===== config.mk =====
export PLATFORM = sky130hd
export DESIGN_NAME = rename_regfile_flat
export DESIGN_NICKNAME = d
export VERILOG_FILES = /design/src/rtl/rename_regfile_if.sv /design/src/rtl/rename_regfile.sv /design/src/flat_wrapper.sv
export SDC_FILE = /design/constraint.sdc
export NUM_CORES = 2
export LEC_CHECK = 0
export BUFFER_PORTS_ARGS = -buffer_cell sky130_fd_sc_hd__clkbuf_2
export CAP_MARGIN = 20
export CORE_MARGIN = 3
export CORE_UTILIZATION = 48
export CTS_CLUSTER_SIZE = 16
export DETAILED_ROUTE_END_ITERATION = 16
export SLEW_MARGIN = 20
export SYNTH_ARGS = -nofsm -noshare
export SYNTH_HDL_FRONTEND = slang
export SYNTH_SLANG_ARGS = --single-unit

===== constraint.sdc =====
create_clock -name clk -period 4.88 [get_ports clk]
set_input_delay 0.244 -clock clk [delete_from_list [all_inputs] [get_ports clk]]
set_output_delay 0.244 -clock clk [all_outputs]
set_load 0.01 [all_outputs]

===== src/rtl/rename_regfile_if.sv =====
// Decoder / ROB facing bundle of the rename register file: read ports, rename,
// commit, flush and the busy-register count.
interface rename_regfile_if #(
  parameter int NUM_REGS  = 32,
  parameter int DATA_W    = 32,
  parameter int ROB_TAG_W = 4,
  parameter int NUM_RD    = 2
);
  localparam int IDX_W = $clog2(NUM_REGS);
  localparam int CNT_W = $clog2(NUM_REGS + 1);

  logic [NUM_RD*IDX_W-1:0]     in_decode_reg_idx;
  logic [NUM_RD*DATA_W-1:0]    out_decode_value;
  logic [NUM_RD*ROB_TAG_W-1:0] out_decode_rob_tag;
  logic [NUM_RD-1:0]           out_decode_busy;
  logic                        in_rename_ce;
  logic [IDX_W-1:0]            in_rename_reg;
  logic [ROB_TAG_W-1:0]        in_rename_rob;
  logic                        in_commit_ce;
  logic [IDX_W-1:0]            in_commit_reg;
  logic [ROB_TAG_W-1:0]        in_commit_rob;
  logic [DATA_W-1:0]           in_commit_value;
  logic                        in_misbranch;
  logic [CNT_W-1:0]            out_busy_cnt;

  modport master (
    output in_decode_reg_idx, in_rename_ce, in_rename_reg, in_rename_rob,
           in_commit_ce, in_commit_reg, in_commit_rob, in_commit_value, in_misbranch,
    input  out_decode_value, out_decode_rob_tag, out_decode_busy, out_busy_cnt
  );

  modport slave (
    input  in_decode_reg_idx, in_rename_ce, in_rename_reg, in_rename_rob,
           in_commit_ce, in_commit_reg, in_commit_rob, in_commit_value, in_misbranch,
    output out_decode_value, out_decode_rob_tag, out_decode_busy, out_busy_cnt
  );
endinterface


===== src/rtl/rename_regfile.sv =====
// Architectural register file with per-register busy bit and ROB tag, optional
// same-cycle commit forwarding to the read ports and a registered busy count.
module rename_regfile #(
  parameter int NUM_REGS  = 32,
  parameter int DATA_W    = 32,
  parameter int ROB_TAG_W = 4,
  parameter int NUM_RD    = 2,
  parameter int BYPASS_EN = 1
) (
  input  logic            clk,
  input  logic            rst,
  input  logic            rdy,
  rename_regfile_if.slave bus
);
  localparam int IDX_W = $clog2(NUM_REGS);
  localparam int CNT_W = $clog2(NUM_REGS + 1);

  logic [DATA_W-1:0]    values [NUM_REGS];
  logic [ROB_TAG_W-1:0] tags   [NUM_REGS];
  logic [NUM_REGS-1:0]  busy;
  logic [NUM_REGS-1:0]  busy_nxt;
  logic [CNT_W-1:0]     busy_cnt;
  logic [CNT_W-1:0]     cnt_nxt;

  logic [IDX_W-1:0] rd_idx [NUM_RD];
  logic [NUM_RD-1:0] rd_hit;
  logic commit_clr, ren_ok, cnt_inc, cnt_dec;

  // Read ports: registered state, optionally overridden by a matching commit.
  always_comb begin
    bus.out_decode_value   = '0;
    bus.out_decode_rob_tag = '0;
    bus.out_decode_busy    = '0;
    rd_hit                 = '0;
    for (int p = 0; p < NUM_RD; p++) begin
      rd_idx[p] = bus.in_decode_reg_idx[p*IDX_W +: IDX_W];
      rd_hit[p] = (BYPASS_EN != 0) && bus.in_commit_ce && (rd_idx[p] != '0) &&
                  (bus.in_commit_reg == rd_idx[p]) && busy[rd_idx[p]] &&
                  (tags[rd_idx[p]] == bus.in_commit_rob);
      if (rd_idx[p] != '0) begin
        bus.out_decode_value[p*DATA_W +: DATA_W]      = rd_hit[p] ? bus.in_commit_value
                                                                  : values[rd_idx[p]];
        bus.out_decode_rob_tag[p*ROB_TAG_W +: ROB_TAG_W] = tags[rd_idx[p]];
        bus.out_decode_busy[p]                        = busy[rd_idx[p]] && !rd_hit[p];
      end
    end
  end

  // Next busy vector and count; a same-reg rename overrides the commit clear.
  always_comb begin
    commit_clr = bus.in_commit_ce && (bus.in_commit_reg != '0) &&
                 busy[bus.in_commit_reg] && (tags[bus.in_commit_reg] == bus.in_commit_rob);
    ren_ok     = bus.in_rename_ce && (bus.in_rename_reg != '0);
    cnt_inc    = ren_ok && !busy[bus.in_rename_reg];
    cnt_dec    = commit_clr && !(ren_ok && (bus.in_rename_reg == bus.in_commit_reg));
    busy_nxt   = busy;
    if (commit_clr) busy_nxt[bus.in_commit_reg] = 1'b0;
    if (ren_ok)     busy_nxt[bus.in_rename_reg] = 1'b1;
    cnt_nxt    = busy_cnt + CNT_W'(cnt_inc) - CNT_W'(cnt_dec);
    if (bus.in_misbranch) begin
      busy_nxt = '0;
      cnt_nxt  = '0;
    end
  end

  always_ff @(posedge clk or negedge rst) begin
    if (!rst) begin
      for (int i = 0; i < NUM_REGS; i++) begin
        values[i] <= '0;
        tags[i]   <= '0;
      end
      busy     <= '0;
      busy_cnt <= '0;
    end else if (rdy) begin
      if (bus.in_commit_ce && (bus.in_commit_reg != '0))
        values[bus.in_commit_reg] <= bus.in_commit_value;
      if (bus.in_misbranch) begin
        for (int i = 0; i < NUM_REGS; i++) tags[i] <= '0;
      end else if (ren_ok) begin
        tags[bus.in_rename_reg] <= bus.in_rename_rob;
      end
      busy     <= busy_nxt;
      busy_cnt <= cnt_nxt;
    end
  end

  assign bus.out_busy_cnt = busy_cnt;
endmodule


===== src/flat_wrapper.sv =====
// flat-port wrapper written by rule: the top's interface ports become plain ports
module rename_regfile_flat 
#(
  parameter int NUM_REGS  = 32,
  parameter int DATA_W    = 32,
  parameter int ROB_TAG_W = 4,
  parameter int NUM_RD    = 2,
  parameter int BYPASS_EN = 1
)
  (clk, rst, rdy, bus_in_decode_reg_idx, bus_in_rename_ce, bus_in_rename_reg, bus_in_rename_rob, bus_in_commit_ce, bus_in_commit_reg, bus_in_commit_rob, bus_in_commit_value, bus_in_misbranch, bus_out_decode_value, bus_out_decode_rob_tag, bus_out_decode_busy, bus_out_busy_cnt);
  rename_regfile_if #(.NUM_REGS(NUM_REGS), .DATA_W(DATA_W), .ROB_TAG_W(ROB_TAG_W), .NUM_RD(NUM_RD)) bus_i ();
  input  logic clk;
  input  logic rst;
  input  logic rdy;
  input wire logic [$bits(bus_i.in_decode_reg_idx)-1:0] bus_in_decode_reg_idx;
  input wire logic [$bits(bus_i.in_rename_ce)-1:0] bus_in_rename_ce;
  input wire logic [$bits(bus_i.in_rename_reg)-1:0] bus_in_rename_reg;
  input wire logic [$bits(bus_i.in_rename_rob)-1:0] bus_in_rename_rob;
  input wire logic [$bits(bus_i.in_commit_ce)-1:0] bus_in_commit_ce;
  input wire logic [$bits(bus_i.in_commit_reg)-1:0] bus_in_commit_reg;
  input wire logic [$bits(bus_i.in_commit_rob)-1:0] bus_in_commit_rob;
  input wire logic [$bits(bus_i.in_commit_value)-1:0] bus_in_commit_value;
  input wire logic [$bits(bus_i.in_misbranch)-1:0] bus_in_misbranch;
  output wire logic [$bits(bus_i.out_decode_value)-1:0] bus_out_decode_value;
  output wire logic [$bits(bus_i.out_decode_rob_tag)-1:0] bus_out_decode_rob_tag;
  output wire logic [$bits(bus_i.out_decode_busy)-1:0] bus_out_decode_busy;
  output wire logic [$bits(bus_i.out_busy_cnt)-1:0] bus_out_busy_cnt;
  assign bus_i.in_decode_reg_idx = bus_in_decode_reg_idx;
  assign bus_i.in_rename_ce = bus_in_rename_ce;
  assign bus_i.in_rename_reg = bus_in_rename_reg;
  assign bus_i.in_rename_rob = bus_in_rename_rob;
  assign bus_i.in_commit_ce = bus_in_commit_ce;
  assign bus_i.in_commit_reg = bus_in_commit_reg;
  assign bus_i.in_commit_rob = bus_in_commit_rob;
  assign bus_i.in_commit_value = bus_in_commit_value;
  assign bus_i.in_misbranch = bus_in_misbranch;
  assign bus_out_decode_value = bus_i.out_decode_value;
  assign bus_out_decode_rob_tag = bus_i.out_decode_rob_tag;
  assign bus_out_decode_busy = bus_i.out_decode_busy;
  assign bus_out_busy_cnt = bus_i.out_busy_cnt;
  rename_regfile #(.NUM_REGS(NUM_REGS), .DATA_W(DATA_W), .ROB_TAG_W(ROB_TAG_W), .NUM_RD(NUM_RD), .BYPASS_EN(BYPASS_EN)) u_core (.clk(clk), .rst(rst), .rdy(rdy), .bus(bus_i));
endmodule

; ---- Yosys cells after proc, flatten, opt, wreduce, memory -nomap -nowiden
; Index checks and enable logic that the tools add are counted.
[word_totals]
elab_cells = 172
regBits = 1190
output_inout_bits = 80
[classes]
n_eq_ne = 6
muxes = 47
add_sub_neg = 2
order_cmp = 12
n_bitwise = 7
reduce_logical = 32
[op_table]
columns = operator, count
row1 = $bwmux W1024, 1
row2 = $mux W32, 12
row3 = $bmux W32 S5, 2
row4 = $mux W128, 2
row5 = $demux W32 S5, 1
row6 = $bwmux W128, 1
row7 = $bmux W4 S5, 3
row8 = $mux W4, 9
row9 = $and A32 B32 Y32, 1
row10 = $not A32 Y32, 1
row11 = $or A32 B32 Y32, 1
row12 = $ge A6 B6 Y1 const B, 4
row13 = $lt A5 B6 Y1 const B, 4
row14 = $not A5 Y6, 4
row15 = $logic_and A1 B1 Y1, 21
row16 = $bmux W1 S5, 4
row17 = $demux W4 S5, 1
row18 = $reduce_bool A5 Y1, 4
row19 = $eq A5 B5 Y1, 3
row20 = $eq A4 B4 Y1, 3
row21 = $lt A6 B1 Y1 const B, 2
row22 = $demux W1 S5, 2
row23 = $ge A5 B1 Y1 const B, 2
row24 = $mux W1, 8
row25 = other kinds (6), 10

; ---- Longest topological paths before layout
[logic_depth]
depth_word = 10
ltp_mapped = 22
ltp_nobuf = 18

; ---- Worst setup path after synthesis
; OpenSTA, ideal clock, no wires.
[synth_timing]
kind = input to register
from = input port bus_in_commit_reg[0]
to = register u_core.busy_cnt[5], in the netlist u_core.bus.out_busy_cnt[5]
path_buffers = 4
arrival_ns = 3.997
required_ns = 4.750
path_slack_ns = 0.754
path_stages = 22
setup_ns = 0.130
cell_sequence = buf_2 buf_2 mux4_2 a22oi_1 nand4_1 xnor2_1 and4_1 clkbuf_1 clkbuf_1 o31ai_1 nor2_1 ha_1 inv_1 ha_1 a21o_1 a21oi_1 o21bai_1 a21oi_1 xnor2_1 nor3_1 a21oi_1 o2bb2ai_1
[synth_via]
elab_chain_cells = 9
[synth_rtl]
columns = element, line
row1 = "start, declared", flat_wrapper.sv:20  ; input wire logic [$bits(bus_i.in_commit_reg)-1:0] bus_in_commit_reg;
row2 = $not A5 Y6 (implied by the code), rename_regfile.sv:52  ; busy[bus.in_commit_reg] && (tags[bus.in_commit_reg] == bus.in_commit_rob);
row3 = $bmux W4 S5, rename_regfile.sv:52
row4 = $mux W4 (implied by the code) (2 in a row), rename_regfile.sv:52
row5 = $eq A4 B4 Y1, rename_regfile.sv:52
row6 = $logic_and A1 B1 Y1, rename_regfile.sv:52
row7 = $logic_and A1 B1 Y1 *, rename_regfile.sv:55  ; cnt_dec = commit_clr && !(ren_ok && (bus.in_rename_reg == bus.in_commit_reg));
row8 = $sub A6 B1 Y6 *, rename_regfile.sv:59  ; cnt_nxt = busy_cnt + CNT_W'(cnt_inc) - CNT_W'(cnt_dec);
row9 = $mux W6 *, rename_regfile.sv:60  ; if (bus.in_misbranch) begin
row10 = "end signal, assigned", rename_regfile.sv:83  ; busy_cnt <= cnt_nxt;
row11 = "end, declared", rename_regfile.sv:22  ; logic [CNT_W-1:0] busy_cnt;
; Every way passes the cells marked *; elsewhere a longest branch is shown, timed or not. The select of a mux whose other input is x is not followed.
; A chain may end at the register's enable or synchronous reset.

; ---- Final worst setup path
[layout_timing]
from = register u_core.tags[37] (netlist name)
to = output port bus_out_decode_value[25]
[layout_via]
elab_chain_cells = 7
[layout_rtl]
columns = element, line
row1 = "start, declared", rename_regfile.sv:19  ; logic [ROB_TAG_W-1:0] tags [NUM_REGS];
row2 = "start signal, assigned by index", rename_regfile.sv:80  ; tags[bus.in_rename_reg] <= bus.in_rename_rob;
row3 = $bmux W4 S5, rename_regfile.sv:39  ; (tags[rd_idx[p]] == bus.in_commit_rob);
row4 = $mux W4 (implied by the code) (2 in a row), rename_regfile.sv:39
row5 = $eq A4 B4 Y1, rename_regfile.sv:39
row6 = $logic_and A1 B1 Y1, rename_regfile.sv:38  ; (bus.in_commit_reg == rd_idx[p]) && busy[rd_idx[p]] &&
row7 = $mux W32, rename_regfile.sv:41  ; bus.out_decode_value[p*DATA_W +: DATA_W] = rd_hit[p] ? bus.in_commit_value
row8 = $mux W32, rename_regfile.sv:40  ; if (rd_idx[p] != '0) begin
row9 = "end, declared", flat_wrapper.sv:24  ; output wire logic [$bits(bus_i.out_decode_value)-1:0] bus_out_decode_value;
; No other way between the ends. The select of a mux whose other input is x is not followed.

==> impl_results.md <==
- Final HPWL DP: 120 mm
- Internal Dissipation: 20.0 mW
- Rel. slew slack: 22.8%
- Worst-Skew Late Latency: 0.77 ns
- Pwr Density: 369 nW/um2
- CTS tree: done
- TritonCTS Sinks: 1190
- Share of flip-flops with an asynchronous set or reset: 100%
- Post-Synthesis Cells: 4428
- Net load switching power: 7.19 mW
- Vias/cell: 6.84
- Post_cts resized: 0
- Routability Congestion: 0.956
- Commonest cells in the netlist: dfrtp_1 (1190), mux2_2 (1029), mux4_2 (759), clkbuf_1 (343), nand2_1 (144)
- Number of routed nets with antenna violations: 0
- Setup bufs post-CTS: 0
- Final WS setup: 0.221 ns
- Final setup violation count: 0
- Ports: 146
- RSZ-0062 raised after global routing: no
- I/O Buffers: 145
- Register area: 29800 um2
- CP endpoint kind: output pin
- Number of max-cap violations: 0
- Period minus WS final: 4.66 ns
- CTS Buf Count: 136
- Critical Path RT: 4.64 ns
- Worst Setup Path Type: reg2out
- Clock power frac: 38.6%
- Footprint of the multi-input gates: 34700 um2
- Post-place instance area: 68900 um2
- Setup WS pre-CTS: 0.559 ns
- Switching share of total power: 26.5%
- Clock buffer depth: 3
- Final setup TNS: 0 ns
- Worst Tran Pin Value: 1.16 ns
- CTS Root Cell: clkbuf_16
- Worst-path fanout max: 12
- CORE AREA: 136000 um2
- Skew final: 0.0178 ns
- H-tree Lvls: 4
- Area Overhead vs Synth: 10.8%
- Hold Vio Cnt, Final: 0
- DIE HEIGHT: 378 um
- Ys flop type: dfrtp_1
- Initial DRC count: 4354
- Clock transition at path regs: 0.06 ns
- Startpoint types: register
- Mapped Area: 66400 um2
- Part of the power in registers: 43.9%
- DRC: 0
- Mean Syn Cell Area: 15.0 um2
- Final instance area: 73600 um2
- Final Cycle Share: 95.5%
- Final nets: 4414
- Syn_nets: 4501
- Row count: 135
- Most frequent cell after synthesis: dfrtp_1
- First-pass GRT wire length: 311 mm
- Die area: 143000 um2
- Synth area leaders: dfrtp_1 (45%), mux4_2 (26%), mux2_2 (17%)
- Die W: 378 um
- Vias in the first global route: 43300
- Post-synth EDFFs: 0
- Arrival @ worst endpoint: 4.42 ns
- Initial core utilization: 48.7%
- Run status: completed
- Synthesized flop and latch total: 1190
- Largest net degree at the start of global routing: 141
- Grt ovf: 0
- Pre-Repair DR Iteration Count: 7
- Hold buffers post-CTS: 3
- Worst hold slack: 0.0306 ns
- Routed Wire Length: 211 mm
- Layout cells sized above 1: 52.0%
- Via count: 42700
- Leak: 32.1 nW
- Maximum vdd ir drop: 340 uV
- Yosys Warn Count: 0
- GRT Total Usage: 30.0%
- Share of the synthesized area in the top cell type: 44.9%
- Cell taking the most area after synthesis: dfrtp_1
- WL per Instance: 33.8 um
- Sequential share of the synthesized area: 44.9%
- Initial antenna violation count: 6
- Yosys cell types: 58
- Post-layout util: 54.0%
- Final Max Slew Viols: 0
- Fill count: 11000
- Gate power share: 17.5%
- Fmax: 0.215 GHz
- Worst min path class: in2async
==> routing by layer <==
metal  share of wire [%]  wire length, um  global-route usage (%)
met5              0.0062               13                       0
met3                 7.2            15200                    5.75
met1                  42            89000                    42.6
met2                  47            99100                    46.6
met4                 3.6             7660                    10.3
==> kinds of logic after synthesis <==
logic type               after synthesis  share of synthesized area (%)
multiplexers                        1900                           44.9
flip-flops                          1190                           44.9
buffers and inverters                519                           3.21
AND/OR/NAND/NOR                      437                           3.07
AO/OA/AOI/OAI                        345                           3.40
XOR/XNOR                              30                          0.396
adder cells (fa/ha/maj)                7                          0.143
==> area by class of cell <==
type,count,share of cell area [%]
clock inverters,39,0.585
well taps,1781,3.03
clock buffers,211,5.66
diodes,3,0.0102
multi-input cells,2719,47.2
flip-flops and latches,1190,40.5
repair buffers,264,2.83
inverters,30,0.162
==> flip-flops by register name (all words and copies together), names as in the netlist <==
signal                   flops
u_core.busy                 32
u_core.tags                128
u_core.bus.out_busy_cnt      6
u_core.values             1024
==> power groups by stage <==
stage / sequential (mW) / clock (mW) / combinational [mW]
final: 11.9 / 10.5 / 4.75
after global routing: 12.1 / 11.1 / 5.08
after CTS: 11.9 / 10.7 / 4.77
after detailed placement: 12.1 / 0 / 4.76
after global placement: 12.0 / 0 / 4.69
after floorplan: 11.8 / 0 / 3.49
==> per-stage QoR <==
stage / instances / power (mW)
5_1_grt: 6235 / 28.2
3_5_place_dp: 5981 / 16.8
2_1_floorplan: 4428 / 15.3
4_1_cts: 6234 / 27.3
6_report: 6237 / 27.2
3_3_place_gp: 5981 / 16.7
==> placed cells by master (no fill, tap or decap), types with 5 or more instances in the layout <==
cell type / instances
dfrtp_1: 1190
mux2_2: 1029
mux4_2: 759
clkbuf_16: 142
nand2_1: 136
clkbuf_2: 135
o21ai_0: 129
mux2i_1: 111
nor2_1: 97
buf_4: 88
nand3_1: 52
a22o_1: 51
a21oi_1: 48
clkbuf_8: 35
nor2b_1: 34
clkbuf_1: 34
o31ai_1: 33
buf_12: 31
inv_1: 28
a22oi_1: 28
nor2_4: 24
clkinv_2: 22
and2_1: 18
nand4_1: 17
xor2_1: 15
o2bb2ai_1: 15
xnor2_1: 14
o221ai_1: 10
nor3_1: 9
o22ai_1: 8
nand2_4: 7
bufinv_16: 7
and3_1: 6
inv_6: 6
or2_2: 6
ha_1: 6
nor3b_1: 5
==> worst paths after layout <==
path | startpoint | end | slack, ns | depth (start not counted)
worst min-delay path | rst | u_core.tags[54]$_DFFE_PN0P_ | 0.03 | 2
worst max-delay path | u_core.tags[37]$_DFFE_PN0P_ | bus_out_decode_value[25] | 0.22 | 9
min in group clk | bus_in_rename_reg[1] | u_core.busy[3]$_DFFE_PN0P_ | 0.09 | 3
worst max register to register | u_core.tags[53]$_DFFE_PN0P_ | u_core.bus.out_busy_cnt[5]$_DFFE_PN0P_ | 1.08 | 18
max in group asynchronous | rst | u_core.values[850]$_DFFE_PN0P_ | 3.37 | 3
worst min register to register | u_core.values[1013]$_DFFE_PN0P_ | u_core.values[1013]$_DFFE_PN0P_ | 0.39 | 0
==> worst max-delay path: stages (launching register included) <==
cell,delay (ns)
dfrtp_1,0.48
mux4_2,0.51
mux4_2,0.51
mux2i_4,0.18
xnor2_1,0.10
nor4b_2,0.31
nand4_4,0.53
mux2i_1,0.26
nor2_1,0.50
clkbuf_2,0.25
(Power assumes the default switching activity.)
